<file path="src/rtl/beep_sequencer.sv">
// beep_sequencer: turns a one-cycle trigger pulse into a timed buzzer pattern.
// A trigger starts beep_cnt tone bursts (ON_CYC cycles each) separated by
// silent gaps (OFF_CYC cycles). During a burst the buzzer pin carries a square
// wave with a half-period of TONE_HALF cycles. A stop pulse aborts at once.
// All outputs are registered. Reset rst is asynchronous and active-low.
module beep_sequencer #(
  parameter int unsigned TONE_HALF = 25000,
  parameter int unsigned ON_CYC    = 5000000,
  parameter int unsigned OFF_CYC   = 5000000
) (
  input  logic       clk,
  input  logic       rst,
  input  logic       trig,
  input  logic [2:0] beep_cnt,
  input  logic       stop,
  output logic       buzzer,
  output logic       busy,
  output logic       done
);

  // Counter widths; a parameter of 1 still needs a 1-bit counter.
  localparam int unsigned TONE_W = (TONE_HALF > 1) ? $clog2(TONE_HALF) : 1;
  localparam int unsigned ON_W   = (ON_CYC    > 1) ? $clog2(ON_CYC)    : 1;
  localparam int unsigned OFF_W  = (OFF_CYC   > 1) ? $clog2(OFF_CYC)   : 1;

  // Terminal values of each counter.
  localparam logic [TONE_W-1:0] TONE_LAST = TONE_W'(TONE_HALF - 1);
  localparam logic [ON_W-1:0]   ON_LAST   = ON_W'(ON_CYC - 1);
  localparam logic [OFF_W-1:0]  OFF_LAST  = OFF_W'(OFF_CYC - 1);

  typedef enum logic [1:0] {
    IDLE,
    ON,
    OFF
  } state_t;

  state_t              state_q,     state_d;
  logic [2:0]          remaining_q, remaining_d;
  logic [TONE_W-1:0]   tone_cnt_q,  tone_cnt_d;
  logic [ON_W-1:0]     on_cnt_q,    on_cnt_d;
  logic [OFF_W-1:0]    off_cnt_q,   off_cnt_d;
  logic                buzzer_q,    buzzer_d;
  logic                busy_q,      busy_d;
  logic                done_q,      done_d;

  // State and output registers with asynchronous active-low clear.
  always_ff @(posedge clk or negedge rst) begin
    if (!rst) begin
      state_q     <= IDLE;
      remaining_q <= '0;
      tone_cnt_q  <= '0;
      on_cnt_q    <= '0;
      off_cnt_q   <= '0;
      buzzer_q    <= 1'b0;
      busy_q      <= 1'b0;
      done_q      <= 1'b0;
    end else begin
      state_q     <= state_d;
      remaining_q <= remaining_d;
      tone_cnt_q  <= tone_cnt_d;
      on_cnt_q    <= on_cnt_d;
      off_cnt_q   <= off_cnt_d;
      buzzer_q    <= buzzer_d;
      busy_q      <= busy_d;
      done_q      <= done_d;
    end
  end

  // Next-state, counter and registered-output logic.
  // Outputs are computed for the *next* cycle, so each transition also sets
  // the buzzer/busy/done values seen in the first cycle of the new state.
  always_comb begin
    state_d     = state_q;
    remaining_d = remaining_q;
    tone_cnt_d  = tone_cnt_q;
    on_cnt_d    = on_cnt_q;
    off_cnt_d   = off_cnt_q;
    buzzer_d    = buzzer_q;
    busy_d      = busy_q;
    done_d      = 1'b0;

    if (stop) begin
      // Abort wins over everything, including a simultaneous trigger.
      state_d     = IDLE;
      remaining_d = '0;
      tone_cnt_d  = '0;
      on_cnt_d    = '0;
      off_cnt_d   = '0;
      buzzer_d    = 1'b0;
      busy_d      = 1'b0;
    end else begin
      unique case (state_q)
        IDLE: begin
          buzzer_d = 1'b0;
          busy_d   = 1'b0;
          if (trig && (beep_cnt != 3'd0)) begin
            state_d     = ON;
            remaining_d = beep_cnt;
            tone_cnt_d  = '0;
            on_cnt_d    = '0;
            off_cnt_d   = '0;
            buzzer_d    = 1'b1;
            busy_d      = 1'b1;
          end
        end

        ON: begin
          busy_d = 1'b1;
          if (on_cnt_q == ON_LAST) begin
            // Burst over: buzzer forced low even if mid half-period.
            on_cnt_d   = '0;
            tone_cnt_d = '0;
            buzzer_d   = 1'b0;
            if (remaining_q > 3'd1) begin
              remaining_d = remaining_q - 3'd1;
              off_cnt_d   = '0;
              state_d     = OFF;
            end else begin
              remaining_d = '0;
              busy_d      = 1'b0;
              done_d      = 1'b1;
              state_d     = IDLE;
            end
          end else begin
            on_cnt_d = on_cnt_q + ON_W'(1);
            if (tone_cnt_q == TONE_LAST) begin
              tone_cnt_d = '0;
              buzzer_d   = ~buzzer_q;
            end else begin
              tone_cnt_d = tone_cnt_q + TONE_W'(1);
            end
          end
        end

        OFF: begin
          buzzer_d = 1'b0;
          busy_d   = 1'b1;
          if (off_cnt_q == OFF_LAST) begin
            // Next burst starts high with a fresh tone phase.
            off_cnt_d  = '0;
            on_cnt_d   = '0;
            tone_cnt_d = '0;
            buzzer_d   = 1'b1;
            state_d    = ON;
          end else begin
            off_cnt_d = off_cnt_q + OFF_W'(1);
          end
        end

        default: begin
          state_d     = IDLE;
          remaining_d = '0;
          tone_cnt_d  = '0;
          on_cnt_d    = '0;
          off_cnt_d   = '0;
          buzzer_d    = 1'b0;
          busy_d      = 1'b0;
        end
      endcase
    end
  end

  assign buzzer = buzzer_q;
  assign busy   = busy_q;
  assign done   = done_q;

endmodule

</file>
<file path="config.mk">
export PLATFORM = sky130hd
export DESIGN_NAME = beep_sequencer
export DESIGN_NICKNAME = d
export VERILOG_FILES = /design/src/rtl/beep_sequencer.sv
export SDC_FILE = /design/constraint.sdc
export NUM_CORES = 1
export LEC_CHECK = 0
export BUFFER_PORTS_ARGS = -buffer_cell sky130_fd_sc_hd__buf_2
export CORE_MARGIN = 3
export CORE_UTILIZATION = 55
export DETAILED_ROUTE_END_ITERATION = 10
export PLACE_DENSITY = 0.72
export SLEW_MARGIN = 5
export SYNTH_ARGS = -nofsm -noshare
export SYNTH_HDL_FRONTEND = slang
export SYNTH_SLANG_ARGS = --single-unit
</file>
<file path="constraint.sdc">
create_clock -name clk -period 2.8 [get_ports clk]
set_input_delay 0.56 -clock clk [delete_from_list [all_inputs] [get_ports clk]]
set_output_delay 0.56 -clock clk [all_outputs]
set_load 0.01 [all_outputs]
</file>
==> flow_summary.toml <==
[grt]
grt_use_met2_pct = 36.3
grt_pass1_wl_um = 16200
grt_use_total_pct = 23.4
gr-max-usage-layer = "met2"
met3_usage_pct = 3.61
grt_use_met1_pct = 33.2
antenna_found_initial = 0
grt_pass1_vias = 3388
grt_overflow = 0
grt_max_degree = 70

[sta]
clock_skew_ns = 0.00935
setup_violations = 0
final-hold-violation-count = 0
fin_tns_setup_ns = 0
finalCritPeriodShare_pct = 89.2
worst_slew_pin_slew_ns = 0.870
rsz0062_at_grt = "no"
slew_viol_final = 0
finalCriticalPeriod_ns = 2.50
timing.fmax_mhz = 400
relSlewSlack_pct = 41.7

[synth]
yosys_warnings = 0
syn-num-nets = 454
synth.distinct_cells = 58
synth_ff_type = "dfrtp_1"
synth.area.top_cells = "dfrtp_1 (43%), nand3_1 (5.0%), a21oi_1 (3.7%), nand2_1 (3.2%), or4_1 (2.8%)"
seq_area_frac_synth_pct = 42.7
avgSynthCellArea_um2 = 9.14
synth_area_mm2 = 0.00404
synth_top_area_cell = "dfrtp_1"
async_reset_ff_share_pct = 100
synth_top_area_share_pct = 42.7
synthCells = 442
synth_edf_count = 0
synth_seq_cells = 69

[die]
rows = 30
core_mm2 = 0.00694
start_util_pct = 58.2
die_h_um = 91.7
ios = 10
dieArea_mm2 = 0.00841
die_w_um = 91.7

[final_layout]
seq_area_mm2 = 0.00173
layout_commonest_cell = "dfrtp_1"
layout_common_cells = "dfrtp_1 (69), nand3_1 (40), nand2_1 (34), a21oi_1 (30), nor2_1 (25)"
stdcell_area_mm2 = 0.00445
drive_gt1_share_pct = 11.0
diodes = 0
multiInputGateArea_mm2 = 0.00218
fin_nets = 463
fill_cells = 594
areaGrowthSynthToFinish_pct = 10.2

[cts]
clockBufferDepth = 2
cts.clk_slew.worst_paths_ns = 0.08
cts.repair.resized = 0
cts_tree = "done"
htreeDepth = 3
cts-root-buf = "clkbuf_8"
cts_made_buffers = 9
worstSkewPairLatency_ns = 0.36
cts_hold_buf = 0
post_cts_buffers = 0
clock-sinks = 69

[worst_setup_path]
r2r-start = "off_cnt_q[10]$_DFFE_PN0P_"
crit_path_top_delay_cell = "nor3_2"
startpoint_type = "register"
reg2regPathDepth = 5
slowest_delay_ns = 0.73
cp.required_ns = 3.00
end_kind = "register"
crit_path_frequent_cell = "nor3_2"
r2r_slack_ns = 0.30
crit_start = "off_cnt_q[10]$_DFFE_PN0P_"
cp_cell_sequence = "or4b_1, nor3_2, a31oi_2, nor3_2, a21oi_1"
crit_type = "register to register"
crit_arrival_ns = 2.70
crit_end = "off_cnt_q[22]$_DFFE_PN0P_"
path_max_fanout = 12
r2r_end = "off_cnt_q[22]$_DFFE_PN0P_"

[hold_path]
hold_path_class = "input port to asynchronous set/reset pin"

[detailed_routing]
routed_wl_um = 9250
drc = 0
first_pass_iters = 5
antenna_left = 0
vias = 3544
wire_per_inst_um = 16.8
drt_iter0_drc = 211
vias_per_cell = 6.42

[placement]
dpl-instance-area_mm2 = 0.00420
gp_congestion = 0.853
io_buffers = 9
detailed_place_hpwl_um = 6130

[power_and_ir_drop]
ir_drop_v = 0.000374
p_leak_nw = 1.79
powerDensity_mw_per_mm2 = 621
finalPower_w = 0.00277

[outcome]
status = "completed"

[run]
drv_cap = 0
through the flow:
stage / util, % / worst slack, ns / cells / hold slack (ns)
floorplan: - / 0.626 / 442 / 0.264
global placement: 60.5 / 0.366 / 536 / 0.480
detailed placement: 60.5 / 0.302 / 536 / 0.482
CTS: 64.1 / 0.353 / 552 / 0.234
global route: 64.1 / 0.179 / 552 / 0.247
finish: 64.1 / 0.302 / 552 / 0.218
worst max-delay path: cells and delay by family (launching register included):
family	cells	cell delay [ns]
flip-flops	1	0.42
AO/OA/AOI/OAI	2	0.27
AND/OR/NAND/NOR	3	1.65
metal layers:
layer  up-vias  part of all wire [%]  wire length [µm]
met4         0                   1.5               141
met3         9                   3.8               349
met5         -                     0                 0
li1       1738                     -                 -
met2        78                    46              4280
met1      1719                    48              4480
synth_stat cells, types with 7 or more instances:
cell type / number
o21ai_0: 12
a21oi_1: 30
a31oi_1: 13
nor3_1: 10
o31ai_1: 12
a22o_1: 11
nand3_1: 40
dfrtp_1: 69
o21ai_1: 9
nor2_1: 25
inv_1: 11
or3_1: 7
nand4_1: 14
a21o_1: 7
or4_1: 15
buf_2: 13
nand2_1: 34
and3_1: 12
nor4_1: 11
layout make-up:
type                       count  share of cell area [%]
clock buffer                  10                    3.09
clock inverter                 6                    2.47
inverter                      11                   0.927
multi-input combinational    342                    48.9
sequential                    69                    38.8
tap                           96                    2.70
timing repair buffer          18                    3.09
registers in the layout, summed over array words and instances (netlist names):
register	flops
done	1
tone_cnt_q	15
on_cnt_q	23
buzzer	1
state_q	2
remaining_q	3
busy	1
off_cnt_q	23
kinds of logic (layout without fill, tap and decap cells):
logic type,Yosys count,count (layout),synth area share [%]
compound gates,126,126,21.3
xor+xnor,5,5,1.08
fa+ha+maj,5,5,1.55
buf+inv,31,45,3.47
flops,69,69,42.7
mux,6,6,1.55
simple gates,200,200,28.3
how the worst min path moves through the flow:
stage | slack [ns] | from | cells past startpoint | endpoint
2_1_floorplan | 0.26 | rst | 0 | busy$_DFF_PN0_
6_report | 0.22 | rst | 2 | off_cnt_q[18]$_DFFE_PN0P_
5_1_grt | 0.25 | rst | 2 | off_cnt_q[16]$_DFFE_PN0P_
4_1_cts | 0.23 | rst | 2 | off_cnt_q[16]$_DFFE_PN0P_
3_5_place_dp | 0.48 | remaining_q[2]$_DFFE_PN0P_ | 1 | remaining_q[2]$_DFFE_PN0P_
3_3_place_gp | 0.48 | on_cnt_q[21]$_DFFE_PN0P_ | 1 | on_cnt_q[21]$_DFFE_PN0P_
power by group:
| group | internal [W] | total (W) | switching [W] |
|---|---|---|---|
| logic | 0.000204 | 0.000649 | 0.000445 |
| registers | 0.00105 | 0.00111 | 0.0000578 |
| clock network | 0.000614 | 0.00101 | 0.000394 |
(Power assumes the default switching activity.)
